<file path="src/rtl/uart_rx_pkg.sv">
// Shared UART receiver definitions: legal prescale values, default frame
// length and the width of the bit-position counter.
package uart_rx_pkg;

  localparam int PRESC_8        = 8;
  localparam int PRESC_16       = 16;
  localparam int PRESC_32       = 32;

  localparam int FRAME_BITS_DEF = 11;
  localparam int BIT_CNT_W      = 4;

  // Map a raw prescale request onto a legal ratio; anything unknown runs at 8.
  function automatic int eff_presc(input int p);
    if (p == PRESC_16) return PRESC_16;
    if (p == PRESC_32) return PRESC_32;
    return PRESC_8;
  endfunction

endpackage

</file>
<file path="src/rtl/data_sampler_edge_bit_counter.sv">
// edge_bit_counter: oversampling edge counter and bit-position counter.
// The edge counter runs 0..presc-1 while enabled; its wrap advances the bit
// counter, which wraps after FRAME_BITS-1. Dropping the enable clears both.
module edge_bit_counter
  import uart_rx_pkg::*;
#(
  parameter int FRAME_BITS = FRAME_BITS_DEF,
  parameter int PRESC_W    = 6
) (
  input  logic                 clk_i,
  input  logic                 rst_i,
  input  logic                 en_i,
  input  logic [PRESC_W-1:0]   presc_i,
  output logic [PRESC_W-1:0]   edge_cnt_o,
  output logic [BIT_CNT_W-1:0] bit_cnt_o
);

  logic [PRESC_W-1:0]   edge_cnt_q, edge_cnt_d;
  logic [BIT_CNT_W-1:0] bit_cnt_q,  bit_cnt_d;

  // Next-state: count while enabled, otherwise restart the frame from zero.
  always_comb begin
    edge_cnt_d = '0;
    bit_cnt_d  = '0;
    if (en_i) begin
      if (edge_cnt_q == presc_i - PRESC_W'(1)) begin
        edge_cnt_d = '0;
        if (bit_cnt_q == BIT_CNT_W'(FRAME_BITS - 1)) begin
          bit_cnt_d = '0;
        end else begin
          bit_cnt_d = bit_cnt_q + BIT_CNT_W'(1);
        end
      end else begin
        edge_cnt_d = edge_cnt_q + PRESC_W'(1);
        bit_cnt_d  = bit_cnt_q;
      end
    end
  end

  // Counter registers with synchronous reset.
  always_ff @(posedge clk_i) begin
    if (rst_i) begin
      edge_cnt_q <= '0;
      bit_cnt_q  <= '0;
    end else begin
      edge_cnt_q <= edge_cnt_d;
      bit_cnt_q  <= bit_cnt_d;
    end
  end

  assign edge_cnt_o = edge_cnt_q;
  assign bit_cnt_o  = bit_cnt_q;

endmodule

</file>
<file path="src/rtl/data_sampler.sv">
// data_sampler: oversampling front end of the UART receiver.
// Samples RX_IN around each bit centre and emits one resolved bit per bit
// period with a one-cycle sample_valid strobe at edge_cnt == mid+2.
// Optional feature macro: DATA_SAMPLER_MAJORITY_EN selects a 3-sample
// majority vote (mid-1, mid, mid+1); without it the centre sample is used.
// PRESC_W must be at least 6 so that a prescale of 32 is representable.
module data_sampler
  import uart_rx_pkg::*;
#(
  parameter int FRAME_BITS = FRAME_BITS_DEF,
  parameter int PRESC_W    = 6
) (
  input  logic                 CLK,
  input  logic                 RST,
  input  logic                 RX_IN,
  input  logic [PRESC_W-1:0]   prescale,
  input  logic                 dat_samp_en,
  output logic [PRESC_W-1:0]   edge_cnt,
  output logic [BIT_CNT_W-1:0] bit_cnt,
  output logic                 sampled_bit,
  output logic                 sample_valid
);

  logic [PRESC_W-1:0] presc_eff;
  logic [PRESC_W-1:0] mid;
  logic               vote;
  logic               s1_q, s1_d;
  logic               sampled_bit_q, sampled_bit_d;
  logic               sample_valid_q, sample_valid_d;

  assign presc_eff = PRESC_W'(eff_presc(int'(prescale)));
  assign mid       = presc_eff >> 1;

  edge_bit_counter #(
    .FRAME_BITS (FRAME_BITS),
    .PRESC_W    (PRESC_W)
  ) u_cnt (
    .clk_i      (CLK),
    .rst_i      (RST),
    .en_i       (dat_samp_en),
    .presc_i    (presc_eff),
    .edge_cnt_o (edge_cnt),
    .bit_cnt_o  (bit_cnt)
  );

`ifdef DATA_SAMPLER_MAJORITY_EN
  logic s0_q, s0_d;
  logic s2_q, s2_d;

  function automatic logic maj3(input logic a, input logic b, input logic c);
    return (a & b) | (a & c) | (b & c);
  endfunction

  // Capture the early and late samples around the bit centre while enabled.
  always_comb begin
    s0_d = s0_q;
    s2_d = s2_q;
    if (dat_samp_en && (edge_cnt == mid - PRESC_W'(1))) s0_d = RX_IN;
    if (dat_samp_en && (edge_cnt == mid + PRESC_W'(1))) s2_d = RX_IN;
  end

  // Early/late sample registers.
  always_ff @(posedge CLK) begin
    if (RST) begin
      s0_q <= 1'b0;
      s2_q <= 1'b0;
    end else begin
      s0_q <= s0_d;
      s2_q <= s2_d;
    end
  end

  assign vote = maj3(s0_q, s1_q, s2_q);
`else
  assign vote = s1_q;
`endif

  // Centre sample capture, and the strobe one edge after the last capture.
  always_comb begin
    s1_d           = s1_q;
    sample_valid_d = 1'b0;
    sampled_bit_d  = sampled_bit_q;
    if (dat_samp_en && (edge_cnt == mid)) s1_d = RX_IN;
    if (dat_samp_en && (edge_cnt == mid + PRESC_W'(2))) begin
      sample_valid_d = 1'b1;
      sampled_bit_d  = vote;
    end
  end

  // Centre sample, resolved bit and strobe registers.
  always_ff @(posedge CLK) begin
    if (RST) begin
      s1_q           <= 1'b0;
      sampled_bit_q  <= 1'b0;
      sample_valid_q <= 1'b0;
    end else begin
      s1_q           <= s1_d;
      sampled_bit_q  <= sampled_bit_d;
      sample_valid_q <= sample_valid_d;
    end
  end

  assign sampled_bit  = sampled_bit_q;
  assign sample_valid = sample_valid_q;

endmodule

</file>
<file path="config.mk">
export PLATFORM = sky130hd
export DESIGN_NAME = data_sampler
export DESIGN_NICKNAME = d
export VERILOG_FILES = /design/src/rtl/uart_rx_pkg.sv /design/src/rtl/data_sampler_edge_bit_counter.sv /design/src/rtl/data_sampler.sv
export SDC_FILE = /design/constraint.sdc
export NUM_CORES = 1
export LEC_CHECK = 0
export BUFFER_PORTS_ARGS = -buffer_cell sky130_fd_sc_hd__buf_2
export CAP_MARGIN = 10
export CORE_MARGIN = 2
export CORE_UTILIZATION = 56
export CTS_CLUSTER_DIAMETER = 120
export CTS_CLUSTER_SIZE = 30
export DETAILED_ROUTE_END_ITERATION = 7
export PLACE_DENSITY = 0.83
export SYNTH_ARGS = -nofsm -noshare
export SYNTH_HDL_FRONTEND = slang
export SYNTH_HIERARCHICAL = 1
export SYNTH_SLANG_ARGS = --single-unit
</file>
<file path="constraint.sdc">
create_clock -name CLK -period 4.5 [get_ports CLK]
set_input_delay 0.225 -clock CLK [delete_from_list [all_inputs] [get_ports CLK]]
set_output_delay 0.225 -clock CLK [all_outputs]
set_load 0.01 [all_outputs]
</file>
Yosys cells after proc, flatten, opt, wreduce, memory -nomap -nowiden
Cells that the tools add are included.
{"block": "totals", "input_bits": 10, "out_inout_bits": 12, "word_cells": 29, "ff_bits": 13}
{"block": "classes", "n_bitwise": 1, "n_eq_ne": 6, "add_sub_neg": 4, "n_mux": 9, "reduce_logical": 4}
{"op": "$mux W6", "count": 3}
{"op": "$eq A6 B6 Y1", "count": 2}
{"op": "$eq A6 B6 Y1 const B", "count": 2}
{"op": "$add A5 B2 Y6 const B", "count": 1}
{"op": "$add A6 B1 Y6 const B", "count": 1}
{"op": "$eq A6 B5 Y1", "count": 1}
{"op": "$sub A6 B1 Y6 const B", "count": 1}
{"op": "$mux W5", "count": 1}
{"op": "$add A4 B1 Y4 const B", "count": 1}
{"op": "$eq A4 B4 Y1 const B", "count": 1}
{"op": "$mux W1", "count": 4}
{"op": "$mux W4", "count": 1}
{"op": "$reduce_or A3 Y1", "count": 1}
{"op": "$logic_and A1 B1 Y1", "count": 2}
{"op": "$reduce_or A2 Y1", "count": 1}
{"op": "$not A1 Y1", "count": 1}

Longest topological paths before layout
{"block": "depth", "word_depth": 9, "mapped_depth": 8, "depth_no_buf": 8}

Hierarchy
Netlist, hierarchy kept.
{"module": "edge_bit_counter", "seq_area_each_um2": 200.2, "cells_per_inst": 69, "area_per_inst_um2": 671.9, "instances": 1}
{"module": "data_sampler", "seq_area_each_um2": 60.1, "cells_per_inst": 28, "area_per_inst_um2": 269.0, "instances": 1}

Worst setup path before layout
Ideal clock, no wire load.
{"block": "synth_path", "kind": "input to register", "start": "in prescale[1]", "end": "reg u_cnt.bit_cnt_q[1], in the netlist u_cnt/bit_cnt_o[1]", "n_path_buf": 0, "t_arrival_ns": 2.637, "stages": 8, "setup_time_ns": 0.141, "required_ns": 4.359, "path_slack_ns": 1.722, "path_cell_list": "or4_4 > nor3b_1 > nor2_1 > or4_4 > nor2_8 > xor2_4 > o31ai_1 > a21oi_1"}
{"block": "synth_between", "elab_chain_cells": 7, "elab_cells_between_ends": 11, "cone_classes": "1 x add/sub; 3 x eq/ne; 7 x mux"}
{"item": "from (decl)", "line": "data_sampler.sv:16", "rtl": "input logic [PRESC_W-1:0] prescale,"}
{"item": "$eq A6 B6 Y1 (on tied branches)", "line": "uart_rx_pkg.sv:14, uart_rx_pkg.sv:15"}
{"item": "$mux W5 / $mux W1 (equally long branches)", "line": "uart_rx_pkg.sv:14, uart_rx_pkg.sv:15"}
{"item": "$mux W6 / $mux W1 (equally long branches)", "line": "uart_rx_pkg.sv:15", "rtl": "if (p == PRESC_32) return PRESC_32;"}
{"item": "$mux W6", "line": "uart_rx_pkg.sv:16", "rtl": "return PRESC_8;"}
{"item": "$mux W6 *", "line": "uart_rx_pkg.sv:15"}
{"item": "named net mid[3]", "line": "data_sampler.sv:25", "rtl": "logic [PRESC_W-1:0] mid;"}
{"item": "$sub A6 B1 Y6 *", "line": "data_sampler_edge_bit_counter.sv:26", "rtl": "if (edge_cnt_q == presc_i - PRESC_W'(1)) begin"}
{"item": "$eq A6 B6 Y1 *", "line": "data_sampler_edge_bit_counter.sv:26"}
{"item": "to (signal assigned)", "line": "data_sampler_edge_bit_counter.sv:47", "rtl": "bit_cnt_q <= bit_cnt_d;"}
{"item": "to (decl)", "line": "data_sampler_edge_bit_counter.sv:19", "rtl": "logic [BIT_CNT_W-1:0] bit_cnt_q, bit_cnt_d;"}
The timed path passes the listed nets; every way through them passes the cells marked *. The select of a mux whose other input is x is not followed.
A chain may end at the register's enable or synchronous reset.

Final worst setup path
{"block": "layout_path", "start": "in prescale[1]", "end": "reg u_cnt.bit_cnt_q[3], in the netlist u_cnt/bit_cnt_o[3]"}
Same word-level chain as after synthesis.

==> flow_summary_export.csv <==
group,metric,value,unit
pwr,seq_power_share,53.8,%
logic_synthesis,synth_simple_gate_area_share,36.2,%
pwr,p_comb_share,12.3,%
cts,clkLatencyLatePin,0.28,ns
global_routing,grt_max_degree,11,
placed_design,dp_hpwl,1420,um
pwr,p_leak,0.458,nW
detailed_routing,num_vias,804,
global_routing,antenna_found_initial,0,
global_routing,grt_use_met3,7.60,%
setup_path,setup.worst_path.start,"prescale[1]",
logic_synthesis,syn_area,941,sq um
timing,worst_pin_slew,0.818,ns
global_routing,overflow,0,
final_layout,syn_to_final_growth,19.7,%
final_layout,final_util,73.1,%
setup_path,crit_required,4.71,ns
logic_synthesis,ys_seq_area_share,27.7,%
logic_synthesis,synth_xor_area_share,16.8,%
timing,finClkSkew,0.0153,ns
cts,postCtsSetupRepairBufs,0,
pwr,internal_power,0.163,mW
timing,rsz0062_at_grt,"false",
cts,clk_pin_slew,0.09,ns
logic_synthesis,syn_inst,97,
cts,cts_tree,"done",
status,status,"completed",
detailed_routing,vias_per_cell,5.47,
cts,h-tree-depth,1,
setup_path,cp-end-kind,"flip-flop",
final_layout,layout.nets,144,
timing,layout_setup_ws,1.74,ns
detailed_routing,wl_per_cell,12.4,um
logic_synthesis,synth_top_family_by_area,"simple AND/OR/NAND/NOR gates",
floorplanning,die-height,45.0,um
logic_synthesis,yosys_warnings,6,
timing,fin_setup_tns,0,ns
pwr,pwr-share-clk,33.8,%
timing,hold_viol_final,0,
detailed_routing,drtPass1Iterations,3,
cts,cts_root_buffer,"clkbuf_4",
pwr,power_switching,0.0561,mW
setup_path,regToRegStartpoint,"u_cnt/edge_cnt_o[3]",
global_routing,grt_use_met1,21.6,%
floorplanning,chipWidth,45.0,um
floorplanning,pin_count,22,
timing,max_freq,362,MHz
cts,cts_resized,0,
final_layout,diodes,0,
pwr,pwr_density_cell,195,mW/mm^2
placed_design,port_buffers,21,
timing,slew_viol_final,0,
final_layout,drive_above_1_share,32.8,%
floorplanning,row_count,14,
final_layout,fillers,123,
logic_synthesis,syn_avg_cell_area,9.70,sq um
detailed_routing,antenna_left,0,
logic_synthesis,synth_fa_ha_area_share,2.66,%
cts,cts.sinks,13,
placed_design,pre_cts_ws,1.45,ns
pwr,vdd_ir_drop_max,163,uV
cts,cts_hold_buf,0,
global_routing,grt_pass1_wl,3080,um
setup_path,critPathArrivalTime,2.98,ns
global_routing,grt.met2_usage,38.6,%
setup_path,worstPathMaxFanout,4,
timing,holdWs,0.154,ns
timing,fin_crit,2.76,ns
timing,finalCritPeriodShare,61.4,%
logic_synthesis,synth_seq_cells,13,
detailed_routing,drc,0,
logic_synthesis,synthMuxAreaShare,2.13,%
global_routing,grt_busiest_layer,"met2",
global_routing,grt_usage,21.8,%
floorplanning,start_util,61.0,%
setup_path,startpoint_type,"input port",
floorplanning,core,0.00154,sq mm
placed_design,gp_congestion,0.755,
run,timing.max_cap.violations,0,
logic_synthesis,synth_compound_area_share,12.2,%
global_routing,grt_pass1_vias,763,
worst_hold_path,hold_path_class,"in -> reg",
cts,numCtsBuffers,3,
floorplanning,die-area,0.00202,sq mm
worst_hold_path,min-delay-start,"RST",
detailed_routing,drt_iter0_drc,12,
cts,clock_path_buffers,2,
timing,finalSetupViolCount,0,
timing,maxSlewHeadroom,45.4,%
pwr,sw_frac_of_total,25.6,%
logic_synthesis,yosysUniqueCellTypes,39,
detailed_routing,wl,1820,um
setup_path,path_class,"in -> reg",
## per-layer routing
metal  wire [um]  vias to the layer above  share of wire, %
li1            -                      408                 -
met1         767                      381                42
met2         967                       13                53
met3          63                        2               3.5
met4          24                        0               1.3
met5           0                        -                 0
## placed cells by master (no fill, tap or decap), types with 2 or more instances in the layout
| cell type | n |
|---|---|
| o31ai_1 | 2 |
| xnor2_1 | 8 |
| or4_4 | 2 |
| inv_1 | 4 |
| nor3_1 | 2 |
| o21ai_2 | 2 |
| nand3_1 | 4 |
| xor2_1 | 5 |
| nand2b_1 | 4 |
| a21oi_1 | 4 |
| conb_1 | 11 |
| nand2_1 | 2 |
| clkbuf_4 | 3 |
| nor3b_1 | 4 |
| buf_2 | 21 |
| nand4_1 | 3 |
| o21ai_0 | 2 |
| mux2i_1 | 2 |
| nand4b_1 | 2 |
| nor3_2 | 5 |
| nor4b_1 | 2 |
| dfxtp_1 | 13 |
| nor2_1 | 5 |
| ha_1 | 2 |
## stage by stage
| stage | cell area, sq um | total power [mW] | cells |
|---|---|---|---|
| 2_1_floorplan | 978 | 0.139 | 107 |
| 3_3_place_gp | 1100 | 0.147 | 143 |
| 3_5_place_dp | 1100 | 0.147 | 143 |
| 4_1_cts | 1130 | 0.221 | 147 |
| 5_1_grt | 1130 | 0.233 | 147 |
| 6_report | 1130 | 0.219 | 147 |
## power groups by stage
stage / sequential (mW) / combinational, mW / clock [mW]
floorplan: 0.121 / 0.0178 / 0
global placement: 0.121 / 0.0261 / 0
detailed placement: 0.121 / 0.0268 / 0
finish: 0.118 / 0.0271 / 0.0741
global route: 0.118 / 0.0304 / 0.0843
CTS: 0.118 / 0.0268 / 0.0767
## flip-flops by register name, summed over array words and instances (netlist names)
name / count
u_cnt/edge_cnt_o: 6
u_cnt/bit_cnt_o: 4
s1_q: 1
sample_valid: 1
sampled_bit: 1
## path summary, 6_finish.rpt
check                             to  slack, ns  cells after the start
setup / recovery  u_cnt/bit_cnt_o[3]       1.74                      9
hold / removal          sample_valid       0.15                      2
setup reg to reg  u_cnt/bit_cnt_o[1]       2.77                      5
hold reg to reg          sampled_bit       0.49                      2
## cell families (layout without fill, tap and decap cells)
family / after synthesis / after routing
compound gates: 15 / 15
xor+xnor: 15 / 15
fa+ha+maj: 2 / 2
buf+inv: 5 / 29
flops: 13 / 13
mux: 2 / 2
other cells: 1 / 11
simple gates: 44 / 44
## critical path: stages
cell,delay (ns)
buf_2,0.10
or4_4,0.55
nor3b_1,0.69
nor2_1,0.20
or4_4,0.49
nor2_8,0.14
xnor2_1,0.22
nand4_1,0.17
a31oi_1,0.18
## layout make-up
class                           count  area [sq um]  area share, %
Tap cell                           16          20.0           1.78
Sequential cell                    13           260           23.1
Clock buffer                        4          26.3           2.33
Timing Repair Buffer               21           105           9.33
Multi-Input combinational cell     89           699           62.1
Inverter                            4          15.0           1.33
## Yosys cell counts (all sizes together)
library cell / n / share of area [%]
nand4b: 2 / 1.9
o21ai: 5 / 3.5
and3: 1 / 0.67
inv: 4 / 1.6
a22o: 1 / 1.9
nand2: 2 / 0.80
or4: 2 / 2.4
a21oi: 4 / 2.1
o21bai: 1 / 1.2
buf: 1 / 0.40
nand4: 3 / 2.0
o31ai: 3 / 2.9
nor4: 1 / 0.67
nor4b: 2 / 1.9
nand2b: 4 / 2.7
nand3: 4 / 2.1
a31oi: 1 / 0.67
dfxtp: 13 / 28
nor3b: 6 / 6.5
or4bb: 1 / 1.3
xor2: 7 / 9.3
nor2b: 1 / 0.67
xnor2: 8 / 7.4
and4: 1 / 0.93
mux2i: 2 / 2.1
nor3: 7 / 6.4
conb: 1 / 0.40
ha: 2 / 2.7
nor2: 7 / 5.3
Power figures use the tool's default switching activity.
